==> src/rtl/multdiv_sequencer.sv <==
// multdiv_sequencer
// Control sequencer for the shared 32-bit multiply/divide datapath of the execute
// stage. A one-cycle ctrl_MULT/ctrl_DIV request latches the operands and the
// operation. The selected unit then receives a single-cycle start. The sequencer
// waits for the unit's ready and returns the captured result with a one-cycle
// data_resultRDY. busy stays high meanwhile so that the pipeline stalls.
//
// During the first MIN_WAIT wait cycles the unit's ready is ignored, because a unit
// that has been idle may still be showing the ready of its previous operation.
// A unit that never answers is cut off after TIMEOUT wait cycles. The operation
// then completes with result 0 and the exception flag set.
module multdiv_sequencer #(
   parameter int MIN_WAIT = 2,
   parameter int TIMEOUT  = 48
) (
   input  logic        clock,
   input  logic        reset,
   input  logic        ctrl_MULT,
   input  logic        ctrl_DIV,
   input  logic [31:0] data_operandA,
   input  logic [31:0] data_operandB,
   output logic [31:0] mult_A,
   output logic [31:0] mult_B,
   output logic        mult_start,
   input  logic [31:0] mult_result,
   input  logic        mult_ready,
   input  logic        mult_overflow,
   output logic [31:0] div_A,
   output logic [31:0] div_B,
   output logic        div_start,
   input  logic [31:0] div_result,
   input  logic        div_ready,
   output logic [31:0] data_result,
   output logic        data_exception,
   output logic        data_resultRDY,
   output logic        busy
);

   typedef enum logic [1:0] {
      ST_IDLE   = 2'd0,
      ST_LAUNCH = 2'd1,
      ST_WAIT   = 2'd2,
      ST_DONE   = 2'd3
   } state_t;

   // The wait counter is 6 bits wide, so TIMEOUT must stay below 64.
   localparam logic [5:0] MIN_WAIT_C   = 6'(MIN_WAIT);
   localparam logic [5:0] TIMEOUT_LAST = 6'(TIMEOUT - 1);
   localparam logic [5:0] CNT_MAX      = 6'h3F;
   localparam logic       OP_MUL       = 1'b0;
   localparam logic       OP_DIV       = 1'b1;

   state_t      state_q, state_d;
   logic        op_q, op_d;
   logic [31:0] opa_q, opa_d;
   logic [31:0] opb_q, opb_d;
   logic [5:0]  wait_cnt_q, wait_cnt_d;
   logic [31:0] result_q, result_d;
   logic        exception_q, exception_d;
   logic        mult_start_q, mult_start_d;
   logic        div_start_q, div_start_d;
   logic        result_rdy_q, result_rdy_d;
   logic        busy_q, busy_d;

   logic        req_any;
   logic        req_div;
   logic        unit_ready;
   logic [31:0] unit_result;
   logic        unit_exception;
   logic        ready_honoured;
   logic        timed_out;

   // Request decode: when both pulses arrive together, the multiply wins.
   always_comb begin
      req_any = ctrl_MULT | ctrl_DIV;
      req_div = ctrl_DIV & ~ctrl_MULT;
   end

   // Select the active unit's handshake by the latched operation, and qualify its ready.
   always_comb begin
      unit_ready     = (op_q == OP_DIV) ? div_ready  : mult_ready;
      unit_result    = (op_q == OP_DIV) ? div_result : mult_result;
      unit_exception = (op_q == OP_DIV) ? 1'b0       : mult_overflow;
      ready_honoured = unit_ready && (wait_cnt_q >= MIN_WAIT_C);
      // The counter reaches TIMEOUT on this cycle's increment.
      timed_out      = (wait_cnt_q >= TIMEOUT_LAST);
   end

   // Next-state and next-output computation for the sequencer FSM.
   always_comb begin
      state_d      = state_q;
      op_d         = op_q;
      opa_d        = opa_q;
      opb_d        = opb_q;
      wait_cnt_d   = wait_cnt_q;
      result_d     = result_q;
      exception_d  = exception_q;
      mult_start_d = 1'b0;
      div_start_d  = 1'b0;

      case (state_q)
         ST_IDLE, ST_DONE: begin
            state_d = ST_IDLE;
            if (req_any) begin
               op_d    = req_div ? OP_DIV : OP_MUL;
               opa_d   = data_operandA;
               opb_d   = data_operandB;
               state_d = ST_LAUNCH;
               // The start pulse is registered here so that it coincides with LAUNCH.
               // A zero divisor never starts the divider.
               mult_start_d = ~req_div;
               div_start_d  = req_div & (data_operandB != 32'd0);
            end
         end

         ST_LAUNCH: begin
            wait_cnt_d = 6'd0;
            if ((op_q == OP_DIV) && (opb_q == 32'd0)) begin
               // Divide by zero: the divider was not started, so complete immediately.
               result_d    = 32'd0;
               exception_d = 1'b1;
               state_d     = ST_DONE;
            end else begin
               state_d = ST_WAIT;
            end
         end

         ST_WAIT: begin
            if (wait_cnt_q != CNT_MAX) begin
               wait_cnt_d = wait_cnt_q + 6'd1;
            end
            // A ready takes priority over a timeout that expires in the same cycle.
            if (ready_honoured) begin
               result_d    = unit_result;
               exception_d = unit_exception;
               state_d     = ST_DONE;
            end else if (timed_out) begin
               result_d    = 32'd0;
               exception_d = 1'b1;
               state_d     = ST_DONE;
            end
         end

         default: begin
            state_d = ST_IDLE;
         end
      endcase

      // busy and data_resultRDY are registered views of the state being entered.
      busy_d       = (state_d == ST_LAUNCH) || (state_d == ST_WAIT);
      result_rdy_d = (state_d == ST_DONE);
   end

   // State and registered outputs; reset aborts any operation in flight and clears everything.
   always_ff @(posedge clock or posedge reset) begin
      if (reset) begin
         state_q      <= ST_IDLE;
         op_q         <= OP_MUL;
         opa_q        <= 32'd0;
         opb_q        <= 32'd0;
         wait_cnt_q   <= 6'd0;
         result_q     <= 32'd0;
         exception_q  <= 1'b0;
         mult_start_q <= 1'b0;
         div_start_q  <= 1'b0;
         result_rdy_q <= 1'b0;
         busy_q       <= 1'b0;
      end else begin
         state_q      <= state_d;
         op_q         <= op_d;
         opa_q        <= opa_d;
         opb_q        <= opb_d;
         wait_cnt_q   <= wait_cnt_d;
         result_q     <= result_d;
         exception_q  <= exception_d;
         mult_start_q <= mult_start_d;
         div_start_q  <= div_start_d;
         result_rdy_q <= result_rdy_d;
         busy_q       <= busy_d;
      end
   end

   // One latched operand pair feeds both units and is held from accept to the next accept.
   assign mult_A         = opa_q;
   assign mult_B         = opb_q;
   assign div_A          = opa_q;
   assign div_B          = opb_q;
   assign mult_start     = mult_start_q;
   assign div_start      = div_start_q;
   assign data_result    = result_q;
   assign data_exception = exception_q;
   assign data_resultRDY = result_rdy_q;
   assign busy           = busy_q;

endmodule
==> config.mk <==
export PLATFORM = sky130hd
export DESIGN_NAME = multdiv_sequencer
export DESIGN_NICKNAME = d
export VERILOG_FILES = /design/src/rtl/multdiv_sequencer.sv
export SDC_FILE = /design/constraint.sdc
export NUM_CORES = 1
export LEC_CHECK = 0
export CAP_MARGIN = 20
export CORE_ASPECT_RATIO = 1.4
export CORE_MARGIN = 3
export CORE_UTILIZATION = 29
export DETAILED_ROUTE_END_ITERATION = 12
export PLACE_DENSITY = 0.74
export SYNTH_ARGS = -nofsm -noshare
export SYNTH_HDL_FRONTEND = slang
export SYNTH_SLANG_ARGS = --single-unit
==> constraint.sdc <==
create_clock -name clock -period 6.48 [get_ports clock]
set_input_delay 0.972 -clock clock [delete_from_list [all_inputs] [get_ports clock]]
set_output_delay 0.972 -clock clock [all_outputs]
set_load 0.01 [all_outputs]
; ---- Yosys cells after proc, flatten, opt, wreduce, memory -nomap -nowiden
; Cells that the tools add are included.
[word_totals]
register_bits = 110
latchBits = 0
mem_bits_rw = 0
romBits = 0
out_inout_bits = 165
memories = 0
[classes]
n_addsub = 1
mul = 0
div = 0
order_cmp = 2
n_eq_ne = 10
shift = 0
muxes = 23
n_bitwise = 5
reduce_logical = 11
[op_table]
columns = op, n
row1 = two-way mux 32 bit, 4
row2 = one-hot mux 32 bit (2 select lines), 1
row3 = logical NOT 32 bit, 1
row4 = nonzero test 32 bit, 1
row5 = two-way mux 1 bit, 12
row6 = one-hot mux 6 bit (2 select lines), 1
row7 = == test 2 bit (second input constant), 4
row8 = adder 6 x 1 -> 6 bit (second input constant), 1
row9 = greater-or-equal comparator 6 x 2 -> 1 bit (second input constant), 1
row10 = greater-or-equal comparator 6 bit (second input constant), 1
row11 = two-way mux 6 bit, 1
row12 = inequality test 6 bit (second input constant), 1
row13 = one-hot mux 2 bit (3 select lines), 1
row14 = == test 2 x 1 -> 1 bit (second input constant), 2
row15 = two-way mux 2 bit, 2
row16 = inequality test 2 bit (second input constant), 2
row17 = AND reduction 2 bit, 2
row18 = inequality test 3 bit (second input constant), 1
row19 = AND reduction 3 bit, 1
row20 = AND 1 bit, 2
row21 = logical AND 1 bit, 2
row22 = logical NOT 2 bit, 1
row23 = NOT 1 bit, 2
row24 = one-hot mux 1 bit (2 select lines), 1
row25 = other kinds (4), 4

; ---- Depth between registers and ports, before layout
[logic_depth]
word_depth = 6
mapped_depth = 8
ltp_nobuf = 8

; ---- Worst setup path before layout
; OpenSTA, ideal clock, no wires.
[synth_path]
path_type = input-to-reg
start = input port ctrl_DIV
end = register busy_q, in the netlist busy
setup_time_ps = 126
arrival_ps = 2220
t_required_ps = 6354
setup_slack_ps = 4134
cell_stages = 5
cell_sequence = o21ai_1 -> clkbuf_1 -> clkbuf_1 -> nand3_1 -> ha_1
[synth_via]
elab_chain_len = 5
elab_cells_between_ends = 6
classes_between = eq/ne (2) / mux (2) / bitwise (1) / reduce/logical (1)
[synth_rtl]
columns = item, line_no
row1 = "start, declared", 19  ; input logic ctrl_DIV,
row2 = bitwise OR 1 bit (*), 75  ; req_any = ctrl_MULT | ctrl_DIV;
row3 = two-way mux 1 bit (*), 104  ; if (req_any) begin
row4 = one-hot mux 2 bit (3 select lines) (*), 101  ; case (state_q)
row5 = == test 2 x 1 -> 1 bit / == test 2 bit (equally long branches), 150  ; busy_d = (state_d == ST_LAUNCH) || (state_d == ST_WAIT);
row6 = logical OR 1 bit (*), 150
row7 = named net busy_d, 63  ; logic busy_q, busy_d;
row8 = "end signal, assigned", 179  ; busy_q <= busy_d;
row9 = "end, declared", 63
; Mark *: on every way through the listed nets, which the timed path passes. The rest lies on a longest branch.
; A chain may end at the register's enable or synchronous reset.

; ---- Worst setup path after layout
[layout_path]
start = register op_q
end = register result_q[31], in the netlist data_result[31]
[layout_via]
elab_chain_len = 4
elab_cells_between_ends = 9
classes_between = eq/ne (2) / mux (4) / reduce/logical (3)
[layout_rtl]
columns = item, line_no
row1 = "start, declared", 54  ; logic op_q, op_d;
row2 = "start signal, assigned", 170  ; op_q <= op_d;
row3 = two-way mux 1 bit, 81  ; unit_ready = (op_q == OP_DIV) ? div_ready : mult_ready;
row4 = logical AND 1 bit, 84  ; ready_honoured = unit_ready && (wait_cnt_q >= MIN_WAIT_C);
row5 = inequality test 3 bit (no source line) / two-way mux 32 bit (equally long branches), --
row6 = AND reduction 3 bit (no source line) / one-hot mux 32 bit (2 select lines) (equally long branches), --
row7 = "end signal, assigned", 174  ; result_q <= result_d;
row8 = "end, declared", 58  ; logic [31:0] result_q, result_d;
; Parallel ways exist; a longest one is shown, timed or not.

==> impl_metrics.csv <==
group,metric,value,unit
pwr,p_total,4.25,mW
clocking,insertion_delay,0.35,ns
global_route,grt_use_met1,17.4,%
clocking,cts_resized,0,
synthesis,synth-adder-area-share,1.17,%
pwr,total_leakage_power,3.39,nW
global_route,grt_overflow,0,
layout,syn_to_final_growth,56.6,%
pwr,pwr_density_cell,507,nW/um^2
place,dpl.hpwl,12400,um
status,outcome,"completed",
critical_path,worstPathRequired,6.69,ns
timing,tns,0,ns
global_route,antenna_found_initial,1,
clocking,cts_tree,"yes",
place,place_area,8100,um^2
critical_path,path_delay_family,"flip-flops",
drt,route.detailed.drc,0,
timing,fmax,0.321,GHz
clocking,htreeDepth,3,
die,start_util,29.6,%
critical_path,cp-end-kind,"flip-flop",
clocking,cts.sinks,110,
synthesis,synth_area,5360,um^2
synthesis,synth_top_area_cell,"dfrtp_1",
place,dp_slack,3.30,ns
synthesis,yosysSeqAreaShare,51.4,%
layout,design_area,8390,um^2
clocking,cts.clk_slew.worst_paths,0.07,ns
critical_path,critPathBufInv,0,
clocking,cts_setup_buffers,0,
timing,period_share,48.0,%
synthesis,syn_inst,401,
synthesis,yosys_warnings,0,
timing,hold_slack,0.494,ns
die,core,18100,um^2
die,die_area,20200,um^2
synthesis,yosysUniqueCellTypes,35,
timing,period_minus_slack,3.11,ns
critical_path,arrival,3.32,ns
worst_hold_path,hold_class,"reg2reg",
global_route,met2_usage,28.5,%
clocking,clock-root-buffer,"clkbuf_16",
synthesis,synth_seq_cells,110,
global_route,met3_usage,4.35,%
global_route,grt_pass1_wl,24900,um
clocking,cts_buffers,9,
synthesis,synth_edf_count,0,
synthesis,synthSimpleGateAreaFrac,5.42,%
pwr,vdd_drop_max,0.255,mV
synthesis,synthTopCellsByCount,"110 x dfrtp_1, 64 x buf_4, 64 x mux2_1",
layout,antenna_cells,0,
global_route,grt_max_degree,67,
critical_path,cp_max_fo,36,
synthesis,synth_top_area_share,51.4,%
synthesis,synth_nets,541,
synthesis,yosys.area_share.xor_xnor,0,%
drt,drtPass1Iterations,4,
critical_path,path_cells,"nor4b_4 -> nand4_1 -> or3_1 -> a221o_2 -> o2bb2ai_1",
synthesis,synth_top_family_by_area,"multiplexers",
drt,wl_per_cell,18.1,um
synthesis,synth-compound-area-share,11.0,%
timing,slew_violations,0,
synthesis,ys.flop_type,"dfrtp_1",
synthesis,synth-async-reset-ratio,100,%
critical_path,crit_type,"reg2reg",
drt,num_vias,4059,
layout,drive_gt1_share,8.32,%
die,die_x,121,um
drt,via_per_inst,4.63,
critical_path,cp-start-kind,"flip-flop",
timing,setup_violations,0,
timing,rsz0062_at_grt,"no",
timing,worst_pin_slew,1.02,ns
die,die_y,167,um
run,maxCapViolCount,0,
layout,nets,772,
global_route,grt.busiest_layer,"met2",
synthesis,synth.area.top_cells,"dfrtp_1 51%, mux2_1 13%, buf_4 9.0%",
place,port_buffers,299,
clocking,cts_max_path_buffers,2,
drt,ant_nets,0,
synthesis,syn_area_per_cell,13.4,um^2
critical_path,critPathMaxStageDelay,1.04,ns
clocking,postCtsHoldBufs,0,
timing,max-slew-margin-rel,32.0,%
timing,worst_slack,3.37,ns
global_route,grt_pass1_vias,4498,
timing,hold_viol_final,0,
die,num_io_pins,300,
global_route,grt_usage,15.7,%
drt,drt-initial-drc-count,120,
place,routabilityCongestion,0.781,
timing,fin_skew,0.00845,ns
synthesis,synthMostInstantiatedCell,"dfrtp_1",
die,fp-row-count,58,
drt,wl,15900,um
critical_path,slowest_stage,"dfrtp_2",
synthesis,muxShareOfSynthArea,19.6,%
per-stage QoR:
step	instances	util, %
2_1_floorplan	401	-
3_3_place_gp	861	44.8
3_5_place_dp	861	44.8
4_1_cts	877	46.4
5_1_grt	877	46.4
6_report	877	46.4
worst paths after layout:
path	start	endpoint	slack [ns]	cells past startpoint
min in group asynchronous	reset	div_A[2]$_DFFE_PP0P_	1.07	2
max	op_q$_DFFE_PP0P_	data_result[31]$_DFFE_PP0P_	3.37	5
min reg2reg	data_result[30]$_DFFE_PP0P_	data_result[30]$_DFFE_PP0P_	0.49	1
max in group asynchronous	reset	op_q$_DFFE_PP0P_	4.16	3
min	data_result[30]$_DFFE_PP0P_	data_result[30]$_DFFE_PP0P_	0.49	1
max reg2reg	op_q$_DFFE_PP0P_	data_result[31]$_DFFE_PP0P_	3.37	5
registers in the layout, summed over array words and instances, names as in the netlist:
signal,cells
div_start,1
state_q,2
wait_cnt_q,6
data_result,32
mult_start,1
div_A,32
data_exception,1
data_resultRDY,1
busy,1
div_B,32
op_q,1
metal layers:
layer	vias to the layer above	wire length, um
li1	1856	-
met1	1970	5910
met2	218	8320
met3	15	1410
met4	0	258
met5	-	0
logic make-up (layout without fill, tap and decap cells):
| logic type | Yosys count | in the layout |
|---|---|---|
| adders and majority gates | 5 | 5 |
| DFF | 110 | 110 |
| buffers and inverters | 89 | 325 |
| muxes | 97 | 97 |
| AOI/OAI and AO/OA | 51 | 51 |
| and+or+nand+nor | 49 | 49 |
layout make-up:
type,instances,area [um^2]
fillers,1561,9680
repair buffers,302,3020
flip-flops and latches,110,2750
multi-input cells,202,2010
well taps,240,300
clock buffers,11,243
clock inverters,5,43.8
inverters,7,28.8
cells in the final DEF, fill, tap and decap left out, drive strengths merged, types with 2 or more instances in the layout:
cell,synthesis,final
nor2b,2,2
nand3,6,6
o21ai,5,5
nand2,5,5
nor4,15,15
nand4,4,4
clkinv,0,4
clkdlybuf4s50,0,299
buf,73,3
a21oi,6,6
clkbuf,9,11
mux2,64,64
and3,3,3
mux2i,33,33
ha,5,5
nor3,3,3
o2bb2ai,32,32
inv,7,8
nor2,6,6
dfrtp,110,110
a311oi,2,2
power by group:
part | internal [mW] | switching (mW)
Combinational | 1.36 | 0.973
Clock | 0.276 | 0.256
Sequential | 1.02 | 0.362
Power figures use the tool's default switching activity.
